===== config.mk =====
export PLATFORM = sky130hd
export DESIGN_NAME = nvdla_cdp_rdma_reg_group_ctrl
export DESIGN_NICKNAME = d
export VERILOG_FILES = /design/src/rtl/nvdla_cdp_rdma_reg_group_ctrl.sv
export SDC_FILE = /design/constraint.sdc
export NUM_CORES = 1
export LEC_CHECK = 0
export CORE_UTILIZATION = 41
export DETAILED_ROUTE_END_ITERATION = 8
export HOLD_SLACK_MARGIN = 0.06
export PLACE_DENSITY_LB_ADDON = 0.12
export SLEW_MARGIN = 20
export SYNTH_ARGS = -nofsm -noshare
export SYNTH_HDL_FRONTEND = slang
export SYNTH_SLANG_ARGS = --single-unit

===== constraint.sdc =====
create_clock -name nvdla_core_clk -period 6.3 [get_ports nvdla_core_clk]
set_input_delay 1.575 -clock nvdla_core_clk [delete_from_list [all_inputs] [get_ports nvdla_core_clk]]
set_output_delay 1.575 -clock nvdla_core_clk [all_outputs]
set_load 0.02 [all_outputs]

===== src/rtl/nvdla_cdp_rdma_reg_group_ctrl.sv =====
// CDP RDMA register-group controller: GROUPS register groups with per-group op_en flags,
// a producer/consumer pointer pair, and a two-state launch/complete sequencer.
module nvdla_cdp_rdma_reg_group_ctrl #(
    parameter int unsigned GROUPS = 2,
    parameter int unsigned PTR_W  = $clog2(GROUPS)
) (
    input  logic              nvdla_core_clk,
    input  logic              nvdla_core_rstn,
    input  logic [11:0]       reg_offset,
    input  logic [31:0]       reg_wr_data,
    input  logic              reg_wr_en,
    output logic [31:0]       reg_rd_data,
    output logic [PTR_W-1:0]  producer,
    output logic [PTR_W-1:0]  consumer,
    output logic [GROUPS-1:0] grp_op_en,
    output logic              dp_start,
    output logic [PTR_W-1:0]  dp_group,
    input  logic              dp_done,
    output logic              intr_done
);

    localparam logic [11:0] OffStatus  = 12'h000;
    localparam logic [11:0] OffPointer = 12'h004;
    localparam logic [11:0] OffOpEn    = 12'h008;
    localparam logic [11:0] OffDoneCnt = 12'h00C;

    typedef enum logic {StIdle, StBusy} state_e;

    state_e            state_q, state_d;
    logic [PTR_W-1:0]  producer_q, producer_d;
    logic [PTR_W-1:0]  consumer_q, consumer_d;
    logic [GROUPS-1:0] op_en_q, op_en_d;
    logic [15:0]       done_cnt_q, done_cnt_d;
    logic              dp_start_q, dp_start_d;
    logic              intr_done_q, intr_done_d;

    logic wr_pointer;
    logic wr_op_en;
    logic wr_done_cnt;
    logic done_fire;
    logic unused_wr_data;

    assign wr_pointer  = reg_wr_en && (reg_offset == OffPointer);
    assign wr_op_en    = reg_wr_en && (reg_offset == OffOpEn);
    assign wr_done_cnt = reg_wr_en && (reg_offset == OffDoneCnt);
    assign done_fire   = (state_q == StBusy) && dp_done;

    // Only the low bits of write data carry meaning for any register.
    assign unused_wr_data = ^reg_wr_data;

    // Sequencer and op_en flags
    always_comb begin
        state_d     = state_q;
        consumer_d  = consumer_q;
        dp_start_d  = 1'b0;
        intr_done_d = 1'b0;
        op_en_d     = op_en_q;

        // Set-only write; bits already set (pending or running) are unaffected by an OR.
        if (wr_op_en) begin
            op_en_d = op_en_q | reg_wr_data[GROUPS-1:0];
        end

        unique case (state_q)
            StIdle: begin
                if (op_en_q[consumer_q]) begin
                    state_d    = StBusy;
                    dp_start_d = 1'b1;
                end
            end
            StBusy: begin
                if (dp_done) begin
                    state_d             = StIdle;
                    op_en_d[consumer_q] = 1'b0;
                    consumer_d          = consumer_q + PTR_W'(1);
                    intr_done_d         = 1'b1;
                end
            end
            default: state_d = StIdle;
        endcase
    end

    always_comb begin
        producer_d = producer_q;
        if (wr_pointer) begin
            producer_d = reg_wr_data[PTR_W-1:0];
        end
    end

    // Software clear takes priority over a coincident completion.
    always_comb begin
        done_cnt_d = done_cnt_q;
        if (wr_done_cnt) begin
            done_cnt_d = 16'h0000;
        end else if (done_fire && (done_cnt_q != 16'hFFFF)) begin
            done_cnt_d = done_cnt_q + 16'h0001;
        end
    end

    always_ff @(posedge nvdla_core_clk or negedge nvdla_core_rstn) begin
        if (!nvdla_core_rstn) begin
            state_q     <= StIdle;
            producer_q  <= '0;
            consumer_q  <= '0;
            op_en_q     <= '0;
            done_cnt_q  <= 16'h0000;
            dp_start_q  <= 1'b0;
            intr_done_q <= 1'b0;
        end else begin
            state_q     <= state_d;
            producer_q  <= producer_d;
            consumer_q  <= consumer_d;
            op_en_q     <= op_en_d;
            done_cnt_q  <= done_cnt_d;
            dp_start_q  <= dp_start_d;
            intr_done_q <= intr_done_d;
        end
    end

    // Combinational read mux
    always_comb begin
        reg_rd_data = 32'h0000_0000;
        case (reg_offset)
            OffStatus: begin
                for (int g = 0; g < int'(GROUPS); g++) begin
                    if (op_en_q[g]) begin
                        if ((consumer_q == PTR_W'(g)) && (state_q == StBusy)) begin
                            reg_rd_data[4*g +: 2] = 2'd1;
                        end else begin
                            reg_rd_data[4*g +: 2] = 2'd2;
                        end
                    end
                end
            end
            OffPointer: begin
                reg_rd_data[PTR_W-1:0]  = producer_q;
                reg_rd_data[16 +: PTR_W] = consumer_q;
            end
            OffOpEn: begin
                reg_rd_data[GROUPS-1:0] = op_en_q;
            end
            OffDoneCnt: begin
                reg_rd_data[15:0] = done_cnt_q;
            end
            default: reg_rd_data = 32'h0000_0000;
        endcase
    end

    assign producer  = producer_q;
    assign consumer  = consumer_q;
    assign dp_group  = consumer_q;
    assign grp_op_en = op_en_q;
    assign dp_start  = dp_start_q;
    assign intr_done = intr_done_q;

endmodule


---- Yosys cells after proc, flatten, opt, wreduce, memory -nomap -nowiden ----
Index checks and enable logic that the tools add are counted.
operators by class
  equality and inequality tests ........... 4
  multiplexer cells ....................... 25
  bitwise logic cells ..................... 5
  order comparisons ....................... 2
  reductions and logical operators ........ 11
  add/subtract/negate cells ............... 2
operators by type and width
  cell                                                        number
  two-way mux 16 bit                                          2
  == test 12 x 4 -> 1 bit, second input constant              2
  adder 16 x 1 -> 16 bit, second input constant               1
  two-way mux 2 bit                                           8
  != test 16 bit, second input constant                       1
  == test 12 x 3 -> 1 bit, second input constant              1
  logical NOT 12 bit                                          1
  two-way mux 10 bit                                          1
  two-way mux 1 bit                                           9
  logical AND 1 bit                                           8
  one-hot mux 1 bit (4 select lines)                          1
  one-hot mux 2 bit (2 select lines)                          1
  one-hot mux 1 bit (3 select lines)                          1
  AND 2 bit                                                   1
  less-than comparator 1 x 2 -> 1 bit, second input constant  1
  NOT 1 bit                                                   2
  NOT 2 bit                                                   1
  bitwise OR 2 bit                                            1
  one-hot mux 1 bit (2 select lines)                          1
  AND reduction 2 bit                                         1
  nonzero test 2 bit                                          1
  adder 1 bit, second input constant                          1
  demux 1 bit (select 1 bit)                                  1
  >= comparator 1 bit, second input constant                  1
word-level totals
  logic and storage cells ................. 56
  input port bits ......................... 48
  output and inout port bits .............. 39
  flip-flop bits (word level) ............. 23

---- Longest topological paths before layout ----
Gate-level depths: netlist of run 1.
  depth after elaboration ................. 8
  mapped depth ............................ 6

---- Worst setup path before layout of run 1 ----
Ideal clock, no wire load.
  kind .................................... input -> output
  from .................................... input reg_offset[9]
  to ...................................... output reg_rd_data[16]
  required time ........................... 4.725 ns
  cell stages on the path ................. 4
  arrival time ............................ 3.282 ns
  slack ................................... 1.443 ns
  cells stage by stage .................... or4_4 -> or4_1 -> buf_4 -> nor3b_1
between the ends
  cells in the longest elaborated chain, start to end .. 2
ends and longest elaborated chain
  element                  RTL line  source
  start, declared          9         input logic [11:0] reg_offset,
  == test 12 x 3 -> 1 bit  123       case (reg_offset)
  two-way mux 1 bit        123
  end, declared            12        output logic [31:0] reg_rd_data,
Every way passes these cells.

---- Worst setup path in the final report of run 1 ----
  from .................................... input reg_offset[9]
  to ...................................... output reg_rd_data[1]
between the ends
  cells in the longest elaborated chain, start to end .. 2
ends and longest elaborated chain
  element                                                               RTL line
  == test 12 x 4 -> 1 bit / logical NOT 12 bit (equally long branches)  123
  one-hot mux 1 bit (3 select lines) (*)                                123
Every way passes the cells marked *; elsewhere a longest branch is shown, timed or not.

==> flow_metrics.env, run 1 <==
export IMPL_nFillCells=329
export IMPL_areaGrowthSynthToFinish_pct=27.1
export IMPL_p_leak_nw=0.768
export IMPL_portBuffers=41
export IMPL_insertedDiodeCount=0
export IMPL_antenna_found_initial=0
export IMPL_critPathKind="in -> out"
export IMPL_setup_ws_ns=0.409
export IMPL_fin_tns_setup_ns=0
export IMPL_fp_dieH_um=62.9
export IMPL_hold_path_cell_count=1
export IMPL_setup_violations=0
export IMPL_worstPathArrival_ns=4.32
export IMPL_coreArea_sq_mm=0.00344
export IMPL_fmax_mhz=170
export IMPL_wire_per_inst_um=14.1
export IMPL_seqPwrFrac_pct=51.5
export IMPL_cts_buffer_depth=2
export IMPL_path_clk_slew_ns=0.08
export IMPL_ir_worst_vdd_uv=138
export IMPL_drt_iter0_drc=83
export IMPL_tightest_slew_ns=0.643
export IMPL_post_cts_buffers=0
export IMPL_start_util_pct=44.2
export IMPL_r2r_cells=6
export IMPL_drive_gt1_share_pct=6.25
export IMPL_grt_max_degree=24
export IMPL_hold_viol=0
export IMPL_cts_buffers=3
export IMPL_hp_class="reg -> reg"
export IMPL_cts_sink_count=23
export IMPL_dp_hpwl_um=2640
export IMPL_pin_count=87
export IMPL_clkPwrFrac_pct=24.4
export IMPL_vias=1385
export IMPL_final_nets=258
export IMPL_status="finished clean"
export IMPL_htreeDepth=1
export IMPL_die_area_sq_mm=0.00396
export IMPL_final_cell_mix="40 x clkdlybuf4s50_1, 23 x dfrtp_1, 16 x a21oi_1"
export IMPL_p_int_mw=0.252
export IMPL_grtUsageTotal_pct=20.0
export IMPL_ant_nets=0
export IMPL_grt_pass1_vias=1360
export IMPL_gp_congestion=0.844
export IMPL_max_cap_violations=0
export IMPL_yosys_top_cells_area="dfrtp_1 38%, buf_4 9.4%, or4_1 5.4%, a21oi_1 5.3%, and2_1 4.5%"
export IMPL_grt_pass1_wl_um=6330
export IMPL_max_slew_margin_pct=56.7
export IMPL_yosysUniqueCellTypes=36
export IMPL_hold_buffers=0
export IMPL_rsz0062_at_grt="no"
export IMPL_crit_path_max_fanout=14
export IMPL_switching_share_pct=33.4
export IMPL_fin_crit_ns=5.89
export IMPL_synthCells=171
export IMPL_worstSetupStartpointType="input port"
export IMPL_drcViolationCount=0
export IMPL_p_comb_share_pct=24.1
export IMPL_cts_root_buf="clkbuf_8"
export IMPL_clock_latency_ns=0.26
export IMPL_p_per_area_mw_per_mm2=195
export IMPL_p_sw_mw=0.126
export IMPL_pre_cts_ws_ns=0.413
export IMPL_fin_crit_sh_pct=93.5
export IMPL_overflow=0
export IMPL_final_common_cell="clkdlybuf4s50_1"
export IMPL_via_per_inst=5.45
export IMPL_wirelength_um=3570
export IMPL_die_w_um=62.9
export IMPL_yosysSeqAreaShare_pct=37.8
export IMPL_synth_warnings=0
export IMPL_syn_area_sq_mm=0.00152
export IMPL_cts_resized=0
export IMPL_yosysTopAreaCellShare_pct=37.8
export IMPL_final_setup_skew_ns=0.00119
export IMPL_drt_pass1_iterations=4
export IMPL_avgSynthCellArea_sq_um=8.90
export IMPL_drv_slew=0
export IMPL_critPathRequiredTime_ns=4.72
export IMPL_yosys_area_top_type="dfrtp_1"
export IMPL_ys_ff_latch=23
export IMPL_endpoint_kind="output pin"
export IMPL_cts_tree="built"
export IMPL_num_rows=21
final timing paths:
| check | startpoint | end | slack, ns |
|---|---|---|---|
| worst max-delay path | reg_offset[9] | reg_rd_data[1] | 0.41 |
| worst min-delay path | producer | producer | 0.51 |
| worst max register to register | done_cnt_q[0] | done_cnt_q[1] | 4.12 |
| worst min register to register | producer | producer | 0.51 |
| max in group asynchronous | nvdla_core_rstn | done_cnt_q[3] | 4.66 |
| min in group asynchronous | nvdla_core_rstn | done_cnt_q[13] | 1.28 |
power groups by stage:
stage	sequential [mW]	clock (mW)	combinational, mW
3_3_place_gp	0.196	0	0.0897
4_1_cts	0.194	0.0956	0.0925
6_report	0.195	0.0923	0.0912
2_1_floorplan	0.189	0	0.0686
3_5_place_dp	0.197	0	0.0921
5_1_grt	0.198	0.100	0.0997
layer usage:
metal  vias up  global-route usage, %  part of all wire [%]
li1        673                      -                     -
met1       659                   25.0                    44
met2        51                   35.2                    50
met3         2                   4.01                   5.1
met4         0                   4.36                  0.45
met5         -                      0                     0
critical path, stage by stage:
cell,delay (ns)
clkdlybuf4s50_1,0.40
or4_4,0.53
or4_1,0.67
nor2_4,0.33
a22o_1,0.20
clkdlybuf4s50_1,0.60
synthesized netlist by cell type:
cell type,count
o31ai_1,7
and2_1,11
a21oi_1,16
nor3_1,1
nand3_1,6
a41oi_1,2
ha_1,1
or4_1,11
xor2_1,1
nor3b_1,1
mux2_1,1
and4_1,1
nand2_1,11
nor2_1,7
buf_4,19
conb_1,1
nor4_1,2
and3_1,2
clkbuf_1,4
mux2i_1,4
dfrtp_1,23
nand4_1,4
or2_2,1
inv_1,7
o41ai_2,1
buf_2,1
or4_4,1
o21ai_0,7
a22o_1,1
a32o_1,2
nor2_4,2
o41ai_1,2
a31o_2,1
xnor2_1,1
or3_1,7
nor3b_2,1
registers in the layout, indices dropped and copies added, names as in the netlist:
register    flops
intr_done       1
state_q         1
dp_start        1
consumer        1
done_cnt_q     16
grp_op_en       2
producer        1
final cells by class:
cell class	count	area, sq um	share of cell area [%]
Tap cell	46	57.6	2.97
Clock buffer	4	45.0	2.33
Multi-Input combinational cell	131	811	41.9
Timing Repair Buffer	43	420	21.7
Inverter	7	26.3	1.36
Sequential cell	23	576	29.7
cell families (layout without fill, tap and decap cells):
kind of cell / count (synthesis) / count (layout) / share of synthesized area [%]
other cells: 1 / 15 / 0.246
simple gates: 69 / 69 / 27.4
flops: 23 / 23 / 37.8
fa+ha+maj: 1 / 1 / 0.822
mux: 5 / 5 / 3.37
xor+xnor: 2 / 2 / 1.15
compound gates: 39 / 39 / 16.8
buf+inv: 31 / 54 / 12.4
per-stage QoR:
| step | hold WS, ns | util, % | instances | power (mW) | cell area (sq um) |
|---|---|---|---|---|---|
| 2_1_floorplan | 0.462 | - | 185 | 0.257 | 1580 |
| 3_3_place_gp | 0.499 | 55.1 | 250 | 0.285 | 1900 |
| 3_5_place_dp | 0.499 | 55.1 | 250 | 0.289 | 1900 |
| 4_1_cts | 0.522 | 56.4 | 254 | 0.383 | 1940 |
| 5_1_grt | 0.546 | 56.2 | 254 | 0.398 | 1940 |
| 6_report | 0.513 | 56.2 | 254 | 0.378 | 1940 |
(Power assumes the default switching activity.)
==> inputs of run 2 (changes only) <==
--- a/config.mk
+++ b/config.mk
@@ -9,6 +9,7 @@
 export DETAILED_ROUTE_END_ITERATION = 8
 export HOLD_SLACK_MARGIN = 0.06
 export PLACE_DENSITY_LB_ADDON = 0.12
+export RECOVER_POWER = 100
 export SLEW_MARGIN = 20
 export SYNTH_ARGS = -nofsm -noshare
 export SYNTH_HDL_FRONTEND = slang
==> constraint.sdc (replaced) <==
create_clock -name nvdla_core_clk -period 6.3 [get_ports nvdla_core_clk]
set_input_delay 1.26 -clock nvdla_core_clk [delete_from_list [all_inputs] [get_ports nvdla_core_clk]]
set_output_delay 1.26 -clock nvdla_core_clk [all_outputs]
set_load 0.02 [all_outputs]
==> run 2 against run 1 <==
Clock power shrank 2%. Count of clock-buffer cells in the layout is the same. Register-to-register slack lost 0.40 ns. Total power shrank 1.7%. Combinational power shrank 4.6%. Global-route usage shrank 0.35 points. Critical path type unchanged. Critical endpoint is now reg_rd_data[5]. Largest cell class unchanged.
==> flow_metrics.env, run 2 (same netlist as run 1, synthesis figures left out) <==
export IMPL_status="finished clean"
export IMPL_ant_nets=0
export IMPL_largest_register_ffs=16
export IMPL_fmax_mhz=184
export IMPL_cts_sink_count=23
export IMPL_portBuffers=41
export IMPL_grt_max_degree=24
export IMPL_hold_viol=0
export IMPL_max_slew_margin_pct=12.3
export IMPL_cts_resized=0
export IMPL_gp_congestion=0.856
export IMPL_path_cells="dlygate4sd3_1, or4_1, or4_1, nor2_4, a32o_1, dlygate4sd3_1"
export IMPL_cts_buffers=3
export IMPL_tightest_slew_ns=1.31
export IMPL_clock_latency_ns=0.26
export IMPL_htreeDepth=1
export IMPL_drcViolationCount=0
export IMPL_cts_buffer_depth=2
export IMPL_fin_crit_ns=5.45
export IMPL_start_util_pct=44.2
export IMPL_setup_violations=0
export IMPL_wire_per_inst_um=13.9
export IMPL_fp_dieH_um=62.9
export IMPL_cts_tree="built"
export IMPL_final_cell_mix="25 x dlygate4sd3_1, 23 x dfrtp_1, 16 x a21oi_1"
export IMPL_fin_crit_sh_pct=86.4
export IMPL_crit_slowest_cell="dlygate4sd3_1"
export IMPL_max_cap_violations=0
export IMPL_place_area_sq_mm=0.00189
export IMPL_grtUsageTotal_pct=19.7
export IMPL_rsz0062_at_grt="no"
export IMPL_coreArea_sq_mm=0.00344
export IMPL_critPathKind="in -> out"
export IMPL_ir_worst_vdd_uv=158
export IMPL_worstSetupStartpointType="input port"
export IMPL_hp_class="reg -> reg"
export IMPL_drt_iter0_drc=83
export IMPL_final_setup_skew_ns=0.00130
export IMPL_slowest_delay_ns=0.69
export IMPL_num_rows=21
export IMPL_fin_tns_setup_ns=0
export IMPL_die_area_sq_mm=0.00396
export IMPL_crit_path_max_fanout=14
export IMPL_grt_pass1_wl_um=6210
export IMPL_cts_root_buf="clkbuf_8"
export IMPL_p_leak_nw=0.833
export IMPL_drv_slew=0
export IMPL_final_nets=257
export IMPL_overflow=0
export IMPL_vias=1382
export IMPL_pin_count=87
export IMPL_r2r_setup_slack_ns=3.72
export IMPL_p_int_mw=0.248
export IMPL_top_register="done_cnt_q"
export IMPL_fin_area_sq_mm=0.00190
export IMPL_power_mw=0.372
export IMPL_switching_share_pct=33.3
export IMPL_endpoint_kind="output pin"
export IMPL_clkPwrFrac_pct=24.3
export IMPL_worstPathArrival_ns=4.19
export IMPL_dp_hpwl_um=2650
export IMPL_grt_pass1_vias=1382
export IMPL_drt_pass1_iterations=4
export IMPL_hold_buffers=0
export IMPL_wirelength_um=3520
export IMPL_areaGrowthSynthToFinish_pct=25.0
export IMPL_seqPwrFrac_pct=52.3
export IMPL_via_per_inst=5.46
export IMPL_p_sw_mw=0.124
export IMPL_path_clk_slew_ns=0.08
export IMPL_p_per_area_mw_per_mm2=195
export IMPL_insertedDiodeCount=0
export IMPL_die_w_um=62.9
export IMPL_drive_gt1_share_pct=3.38
export IMPL_nFillCells=335
export IMPL_final_common_cell="dlygate4sd3_1"
export IMPL_antenna_found_initial=0
export IMPL_p_comb_share_pct=23.4
export IMPL_critPathRequiredTime_ns=5.04
export IMPL_post_cts_buffers=0
-- run 2: final timing paths --
kind                            cells past startpoint             from             end
worst max-delay path                                6    reg_offset[9]  reg_rd_data[5]
worst min-delay path                                1         producer        producer
worst max register to register                      6    done_cnt_q[0]   done_cnt_q[1]
worst min register to register                      1         producer        producer
max in group asynchronous                           1  nvdla_core_rstn   done_cnt_q[0]
min in group asynchronous                           1  nvdla_core_rstn  done_cnt_q[13]
-- run 2: metal layers --
| metal | share of wire, % | track usage [%] | vias to the layer above |
|---|---|---|---|
| li1 | - | - | 668 |
| met1 | 43 | 24.7 | 661 |
| met2 | 51 | 33.7 | 51 |
| met3 | 5.6 | 4.38 | 2 |
| met4 | 0.37 | 5.23 | 0 |
| met5 | 0 | 0 | - |
-- run 2: power by group through the flow --
| stage | Sequential [mW] | Clock, mW | Combinational (mW) |
|---|---|---|---|
| detailed placement | 0.197 | 0 | 0.0919 |
| CTS | 0.194 | 0.0944 | 0.0922 |
| global route | 0.198 | 0.0997 | 0.0944 |
| global placement | 0.196 | 0 | 0.0897 |
| finish | 0.194 | 0.0903 | 0.0870 |
| floorplan | 0.189 | 0 | 0.0686 |
-- run 2: layout make-up --
type,instances,area [sq um],share of cell area [%]
Clock buffer,4,45.0,2.37
Timing Repair Buffer,42,412,21.6
Multi-Input combinational cell,131,787,41.4
Sequential cell,23,576,30.2
Inverter,7,26.3,1.38
Tap cell,46,57.6,3.02
-- run 2: worst max-delay path, delay by kind of cell --
kind / cells / cell delay, ns
AOI/OAI and AO/OA: 1 / 0.20
buffers and inverters: 2 / 1.22
and+or+nand+nor: 3 / 1.52
-- run 2: per-stage QoR --
stage | setup WS (ns) | util (%) | std cells | hold slack (ns)
after floorplan | 2.07 | - | 185 | 0.462
after global placement | 1.03 | 54.9 | 249 | 0.499
after detailed placement | 1.04 | 54.9 | 249 | 0.511
after CTS | 1.02 | 56.2 | 253 | 0.523
after global routing | 0.718 | 55.3 | 253 | 0.555
final | 0.855 | 55.3 | 253 | 0.519
